===== config.mk =====
export PLATFORM = sky130hd
export DESIGN_NAME = adsr_envelope
export DESIGN_NICKNAME = d
export VERILOG_FILES = /design/src/rtl/adsr_envelope_pkg.sv /design/src/rtl/env_prescaler.sv /design/src/rtl/adsr_envelope.sv
export SDC_FILE = /design/constraint.sdc
export NUM_CORES = 1
export LEC_CHECK = 0
export ABC_AREA = 1
export BUFFER_PORTS_ARGS = -buffer_cell sky130_fd_sc_hd__buf_4
export CAP_MARGIN = 20
export CORE_MARGIN = 5
export CORE_UTILIZATION = 30
export CTS_BUF_LIST = sky130_fd_sc_hd__clkbuf_8
export DETAILED_ROUTE_END_ITERATION = 7
export GPL_TIMING_DRIVEN = 0
export MAX_ROUTING_LAYER = met4
export PLACE_DENSITY_LB_ADDON = 0.08
export SYNTH_ARGS = -nofsm -noshare
export SYNTH_HDL_FRONTEND = slang
export SYNTH_SLANG_ARGS = --single-unit

===== constraint.sdc =====
create_clock -name main_clk -period 5.6 [get_ports main_clk]
set_clock_uncertainty 0.15 [all_clocks]
set_input_delay 0.56 -clock main_clk [delete_from_list [all_inputs] [get_ports main_clk]]
set_output_delay 0.56 -clock main_clk [all_outputs]
set_load 0.02 [all_outputs]

===== src/rtl/adsr_envelope_pkg.sv =====
// Shared synth definitions for the wave chain: envelope state encodings and level limits.
package adsr_envelope_pkg;

    typedef enum logic [2:0] {
        EnvIdle    = 3'd0,
        EnvAttack  = 3'd1,
        EnvDecay   = 3'd2,
        EnvSustain = 3'd3,
        EnvRelease = 3'd4
    } env_state_e;

    // Full-scale envelope level for a given level width.
    function automatic int unsigned env_max(input int unsigned bits);
        return (32'd1 << bits) - 32'd1;
    endfunction

endpackage


===== src/rtl/env_prescaler.sv =====
// Envelope tick counter: counts sample strobes and emits a step strobe every (rate+1) strobes.
module env_prescaler #(
    parameter int unsigned RATE_BITS = 16
) (
    input  logic                 main_clk,
    input  logic                 reset,
    input  logic                 sample_en,
    input  logic                 clear,
    input  logic [RATE_BITS-1:0] rate,
    output logic                 step
);

    logic [RATE_BITS-1:0] count_q, count_d;

    always_comb begin
        // >= rather than == so a rate lowered mid-count cannot strand the counter
        step    = sample_en && (count_q >= rate);
        count_d = count_q;
        if (clear || step) begin
            count_d = '0;
        end else if (sample_en) begin
            count_d = count_q + 1'b1;
        end
    end

    always_ff @(posedge main_clk or posedge reset) begin
        if (reset) begin
            count_q <= '0;
        end else begin
            count_q <= count_d;
        end
    end

endmodule


===== src/rtl/adsr_envelope.sv =====
// ADSR envelope generator: gate-driven level FSM plus per-sample envelope scaling of the voice.
module adsr_envelope
    import adsr_envelope_pkg::*;
#(
    parameter int unsigned OUTPUT_BITS = 12,
    parameter int unsigned ENV_BITS    = 8,
    parameter int unsigned RATE_BITS   = 16
) (
    input  logic                          main_clk,
    input  logic                          reset,
    input  logic                          sample_en,
    input  logic                          gate,
    input  logic [RATE_BITS-1:0]          attack_rate,
    input  logic [RATE_BITS-1:0]          decay_rate,
    input  logic [RATE_BITS-1:0]          release_rate,
    input  logic [ENV_BITS-1:0]           sustain_level,
    input  logic signed [OUTPUT_BITS-1:0] din,
    output logic signed [OUTPUT_BITS-1:0] dout,
    output logic                          dout_valid,
    output logic [ENV_BITS-1:0]           env_level,
    output logic [2:0]                    env_state
);

    localparam int unsigned ProdBits = OUTPUT_BITS + ENV_BITS + 1;
    localparam logic [ENV_BITS-1:0] EnvMax = ENV_BITS'(env_max(ENV_BITS));

    env_state_e                    state_q, state_d;
    logic [ENV_BITS-1:0]           level_q, level_d;
    logic [ENV_BITS-1:0]           level_inc, level_dec;
    logic                          gate_q;
    logic                          gate_rise, gate_fall;
    logic [RATE_BITS-1:0]          active_rate;
    logic                          step;
    logic                          state_change;
    logic signed [ProdBits-1:0]    din_ext, level_ext, product;
    logic signed [OUTPUT_BITS-1:0] dout_q, dout_d;
    logic                          dout_valid_q;
    logic                          unused_prod;

    assign gate_rise = gate & ~gate_q;
    assign gate_fall = ~gate & gate_q;
    assign level_inc = level_q + 1'b1;
    assign level_dec = level_q - 1'b1;

    always_comb begin
        unique case (state_q)
            EnvAttack:  active_rate = attack_rate;
            EnvDecay:   active_rate = decay_rate;
            EnvRelease: active_rate = release_rate;
            default:    active_rate = '0;
        endcase
    end

    assign state_change = (state_d != state_q);

    env_prescaler #(
        .RATE_BITS (RATE_BITS)
    ) u_prescaler (
        .main_clk  (main_clk),
        .reset     (reset),
        .sample_en (sample_en),
        .clear     (state_change),
        .rate      (active_rate),
        .step      (step)
    );

    // Transitions take priority over steps; a target reached by a step moves state on that edge.
    always_comb begin
        state_d = state_q;
        level_d = level_q;
        unique case (state_q)
            EnvIdle: begin
                level_d = '0;
                if (gate_rise) state_d = EnvAttack;
            end
            EnvAttack: begin
                if (gate_fall) begin
                    state_d = EnvRelease;
                end else if (level_q == EnvMax) begin
                    state_d = EnvDecay;
                end else if (step) begin
                    level_d = level_inc;
                    if (level_inc == EnvMax) state_d = EnvDecay;
                end
            end
            EnvDecay: begin
                if (gate_fall) begin
                    state_d = EnvRelease;
                end else if (level_q <= sustain_level) begin
                    state_d = EnvSustain;
                end else if (step) begin
                    level_d = level_dec;
                    if (level_dec <= sustain_level) state_d = EnvSustain;
                end
            end
            EnvSustain: begin
                if (gate_fall) begin
                    state_d = EnvRelease;
                end else begin
                    level_d = sustain_level;
                end
            end
            EnvRelease: begin
                if (gate_rise) begin
                    state_d = EnvAttack;
                end else if (level_q == '0) begin
                    state_d = EnvIdle;
                end else if (step) begin
                    level_d = level_dec;
                    if (level_dec == '0) state_d = EnvIdle;
                end
            end
            default: begin
                state_d = EnvIdle;
                level_d = '0;
            end
        endcase
    end

    // Scale with the registered (pre-step) level; arithmetic shift floors toward -inf.
    assign din_ext   = ProdBits'(din);
    assign level_ext = ProdBits'({1'b0, level_q});
    assign product   = din_ext * level_ext;
    assign dout_d    = sample_en ? product[ENV_BITS +: OUTPUT_BITS] : dout_q;
    assign unused_prod = ^{product[ENV_BITS-1:0], product[ProdBits-1]};

    always_ff @(posedge main_clk or posedge reset) begin
        if (reset) begin
            state_q      <= EnvIdle;
            level_q      <= '0;
            gate_q       <= 1'b0;
            dout_q       <= '0;
            dout_valid_q <= 1'b0;
        end else begin
            state_q      <= state_d;
            level_q      <= level_d;
            gate_q       <= gate;
            dout_q       <= dout_d;
            dout_valid_q <= sample_en;
        end
    end

    assign dout       = dout_q;
    assign dout_valid = dout_valid_q;
    assign env_level  = level_q;
    assign env_state  = state_q;

endmodule


# --- Word-level counts from Yosys, hierarchy flattened ---
# Cells that the tools add are included.
# W data, S select, Z words.
totals:
  register_bits: 41
  wordCells: 67
  input_bits: 72
  output_inout_bits: 24
op_classes:
  eq_ne: 15
  n_reduce_logical: 7
  mux: 28
  order_cmp: 3
  bitwise_logic: 4
  addsub: 3
  n_mul: 1
ops:
  columns: ["cell", "n"]
  rows:
  - ["$mux W8", 9]
  - ["$pmux W16 S3", 1]
  - ["$mux W3", 14]
  - ["$mux W16", 2]
  - ["$pmux W8 S4", 1]
  - ["$mul A12 B9 Y20", 1]
  - ["$add A16 B1 Y16 const B", 1]
  - ["$eq A8 B8 Y1 const B", 2]
  - ["$ge A16 B16 Y1", 1]
  - ["$le A8 B8 Y1", 2]
  - ["$logic_not A8 Y1", 2]
  - ["$ne A2 B2 Y1 const B", 8]
  - ["$pmux W3 S5", 1]
  - ["$add A8 B1 Y8 const B", 1]
  - ["$reduce_and A8 Y1", 1]
  - ["$sub A8 B1 Y8 const B", 1]
  - ["$eq A3 B2 Y1 const B", 2]
  - ["$eq A3 B1 Y1 const B", 1]
  - ["$eq A3 B3 Y1 const B", 1]
  - ["$logic_not A3 Y1", 1]
  - ["$ne A3 B3 Y1", 1]
  - ["$and A1 B1 Y1", 2]
  - ["$not A1 Y1", 2]
  - ["$reduce_bool A2 Y1", 1]
  - ["2 further kinds", 2]

# --- Logic depth before layout (Yosys ltp) ---
logic_depth:
  depth_word: 11
  mapped_depth: 28
  ltp_nobuf: 26

# --- Modules after synthesis ---
# A second synthesis with hierarchy kept.
hier_totals:
  hier_cells: 1052
  hier_area_um2: 7198.2
modules_own_cells:
  columns: ["mod", "seq_area_each_um2", "cells_per_inst", "n_inst", "area_each_um2"]
  rows:
  - ["adsr_envelope", 625.6, 883, 1, 5926.9]
  - ["env_prescaler", 400.4, 169, 1, 1271.2]

# --- Worst setup path after synthesis ---
# OpenSTA, ideal clock, no wires.
synth_timing:
  path_type: "register to register"
  from: "reg level_q[2] (netlist: env_level[2])"
  to: "reg dout_q[11] (netlist: dout[11])"
  slack_ns: 0.876
  path_buffers: 2
  t_required_ns: 5.332
  arrival_ns: 4.456
  period_less_slack_ns: 4.724
  stages_incl_launch_ff: 22
  setup_time_ns: 0.118
  cell_sequence: "dfrtp_1 > buf_6 > clkbuf_1 > nand2_1 > fa_1 > inv_1 > fa_1 > inv_1 > fa_1 > fa_1 > inv_1 > ha_1 > a21oi_1 > nor2_1 > a211oi_1 > nand2_1 > nand2_1 > nand2_1 > nand3_1 > nand3_1 > nand3_1 > nand2_1"
synth_between:
  elab_chain_cells: 1
synth_lines:
  columns: ["element", "line", "source"]
  rows:
  - ["from (decl)", "adsr_envelope.sv:28", "logic [ENV_BITS-1:0] level_q, level_d;"]
  - ["from (signal assigned)", "adsr_envelope.sv:136", "level_q <= level_d;"]
  - ["$mul A12 B9 Y20", "adsr_envelope.sv:123", "assign product = din_ext * level_ext;"]
  - ["to (signal assigned)", "adsr_envelope.sv:138", "dout_q <= dout_d;"]
  - ["to (decl)", "adsr_envelope.sv:36", "logic signed [OUTPUT_BITS-1:0] dout_q, dout_d;"]
# Every way passes these cells.
# A chain may end at the register's enable or synchronous reset.

# --- Final worst setup path ---
layout_timing:
  from: "reg level_q[0] (netlist: env_level[0])"
  to: "reg dout_q[10] (netlist: dout[10])"
# Same word-level chain as after synthesis.

==> out/metrics.csv <==
metric;value;unit
synth_area_leader_cell;fa_1;
crit_chain;clkbuf_2 > nand2_1 > inv_1 > fa_1 > inv_1 > fa_1 > fa_1 > inv_1 > fa_1 > ha_1 > a21oi_1 > o21ai_0 > a211oi_1 > nand3_1 > a31oi_1;
drc;0;
synth_area_per_cell;7.26;um2
die_width;163;um
cts_tree;built;
peakVddDrop;0.158;mV
port_buffers;84;
ys_types;48;
status;finished clean;
yosys.area_share.simple;0.228;
yosys_register_bits;41;
setup_slack;431;ps
layout.cells.non_filler;1371;
tightest_slew;652;ps
cts-root-buf;clkbuf_8;
postRouteWirelength;18900;um
critPathMaxFanout;10;
synth_top_family_by_area;adder cells;
dp_slack;300;ps
r2r-start;env_level[0]$_DFFE_PP0P_;
synth_cells;964;
grt_max_degree;28;
synth_area_leaders;fa_1 (21%), dfrtp_1 (15%), ha_1 (13%);
clk_latency;330;ps
synth_top_flop_cell;dfrtp_1;
dpl.hpwl;16200;um
vias;5964;
synthAdderAreaFrac;0.343;
seq_area_frac_synth;0.147;
synth_edf_count;0;
leakagePower;4.67;nW
synth_fp_nets;1183;
total_power;3.20;mW
use_met1;0.218;
netlist_area;0.00700;mm2
wire_per_inst;13.8;um
num_rows;56;
nFillCells;2513;
p_per_area;394;mW/mm2
grt_overflow;0;
crit_start;env_level[0]$_DFFE_PP0P_;
antenna_found_initial;0;
grt_pass1_wl;31600;um
critical_path.top_delay_family;adder cells;
viasPerCell;4.35;
max_slew_margin;0.565;
pin_count;96;
clock-sinks;41;
first_iter_violations;280;
timing.critical_path.buf_inv;4;
dp.cells;1368;
clk_pin_slew;110;ps
floorplan.initialDensity;0.302;
coreArea;0.0232;mm2
synth-xor-area-share;0.0372;
crit_type;flip-flop to flip-flop;
drv_slew;0;
cts_hold_buf;0;
ant_nets;0;
grt_use_total;0.153;
rsz0062_at_grt;no;
max_freq;193;MHz
cts_buffer_depth;2;
slowest_delay;720;ps
cp-start-kind;flip-flop;
layout-drive-gt1-share;0.138;
antenna_cells;0;
slowest_stage;fa_1;
required;5690;ps
syn2layout_area_growth;16.1;%
arrival;5260;ps
period_share;0.923;
setup_viol;0;
grtUsageMet2;0.235;
die_area;0.0265;mm2
first_pass_iters;5;
top_usage_layer;met2;
hold_violations;0;
synth_compound_area_frac;0.0926;
fp.dieH;163;um
ys_warn_count;0;
nets;1270;
ctsHtreeMaxLevel;2;
crit_top_cell;fa_1;
hp-class;primary input to async pin;
synth_top_area_frac;0.214;
fin_tns_setup;0;ps
grtUsageMet3;0.0177;
grt_pass1_vias;6106;
cts_buffers;5;
synthMuxAreaShare;0.00143;
drv_cap;0;
routabilityCongestion;0.809;
async_reset_ff_frac;1.00;
finalCriticalPeriod;5170;ps
endpoint_kind;flip-flop;
-- final cells by class --
cell class | count | area, um2 | share of cell area
plain buffers | 32 | 180 | 0.0222
clock buffers | 5 | 68.8 | 0.00847
clock inverters | 3 | 25.0 | 0.00308
inverters | 230 | 863 | 0.106
multi-input cells | 656 | 4920 | 0.605
flip-flops and latches | 41 | 1030 | 0.126
well taps | 319 | 399 | 0.0491
repair buffers | 85 | 651 | 0.0800
-- kinds of logic after synthesis --
logic type               after synthesis
flip-flops                            41
AND/OR/NAND/NOR                      373
adder cells (fa/ha/maj)              147
AO/OA/AOI/OAI                        107
buffers and inverters                267
multiplexers                           1
XOR/XNOR                              28
-- final timing paths --
check / slack (ps) / cells past startpoint / end
setup / recovery: 430 / 15 / dout[10]$_DFFE_PP0P_
hold / removal: 60 / 2 / env_level[5]$_DFFE_PP0P_
setup reg to reg: 430 / 15 / dout[10]$_DFFE_PP0P_
hold reg to reg: 340 / 2 / dout[7]$_DFFE_PP0P_
max in group asynchronous: 4730 / 3 / dout[5]$_DFFE_PP0P_
min in group main_clk: 200 / 1 / gate_q$_DFF_PP0_
-- timing repair --
action	4_1_cts	5_1_grt
gates resized for setup	0	4
setup endpoints to repair	0	5
setup buffers	0	0
-- cell usage after synthesis, types with 15 or more instances --
cell type and number:
dfrtp_1 41, o21ai_0 25, nand3_1 32, clkbuf_1 16
inv_1 224, a21oi_1 42, nor2_1 52, nand2_1 239
fa_1 75, xor2_1 15, ha_1 72, a22o_1 15
-- through the flow --
step	util	hold WS, ps	cell area [um2]
finish	0.351	64.3	8130
global route	0.351	95.7	8130
CTS	0.351	67.7	8150
detailed placement	0.347	325	8050
global placement	0.346	317	8030
floorplan	-	374	7000
-- cells in the final DEF, fill, tap and decap left out, types with 3 or more instances in the layout --
cell type,n
dfrtp_1,41
buf_2,5
o221ai_1,5
fa_1,75
a31oi_1,3
a21oi_1,42
a22o_1,15
ha_1,72
nor3_1,6
nand2_1,239
nand3b_1,3
a211oi_1,3
xor2_1,15
inv_2,5
nor2_1,52
o22ai_1,3
nor2_2,12
nand2_2,4
clkbuf_1,10
inv_1,223
buf_4,89
clkbuf_2,7
nand4_1,14
o21ai_1,3
clkbuf_8,5
nand3_1,32
xnor2_1,11
nor2_4,3
o21ai_0,25
-- report_power, final --
part	switching, mW	internal [mW]
clock network	0.137	0.0905
logic	1.60	0.941
registers	0.0674	0.369
-- registers in the layout (all words and copies together) (netlist names) --
register	count
u_prescaler.count_q	16
dout_valid	1
dout	12
env_state	3
gate_q	1
env_level	8
-- layer usage --
metal	share of wire	up-vias
met4	0.011	0
met5	0	-
met1	0.50	2755
met2	0.45	88
met3	0.031	16
li1	-	3105
-- worst reg2reg max path: stages, from the launching register on --
cell and delay [ps]:
dfrtp_1 550, clkbuf_2 300, nand2_1 100, inv_1 100, fa_1 720, inv_1 150, fa_1 500, fa_1 490
inv_1 60, fa_1 480, ha_1 370, a21oi_1 330, o21ai_0 170, a211oi_1 290, nand3_1 120, a31oi_1 190
Power figures use the tool's default switching activity.
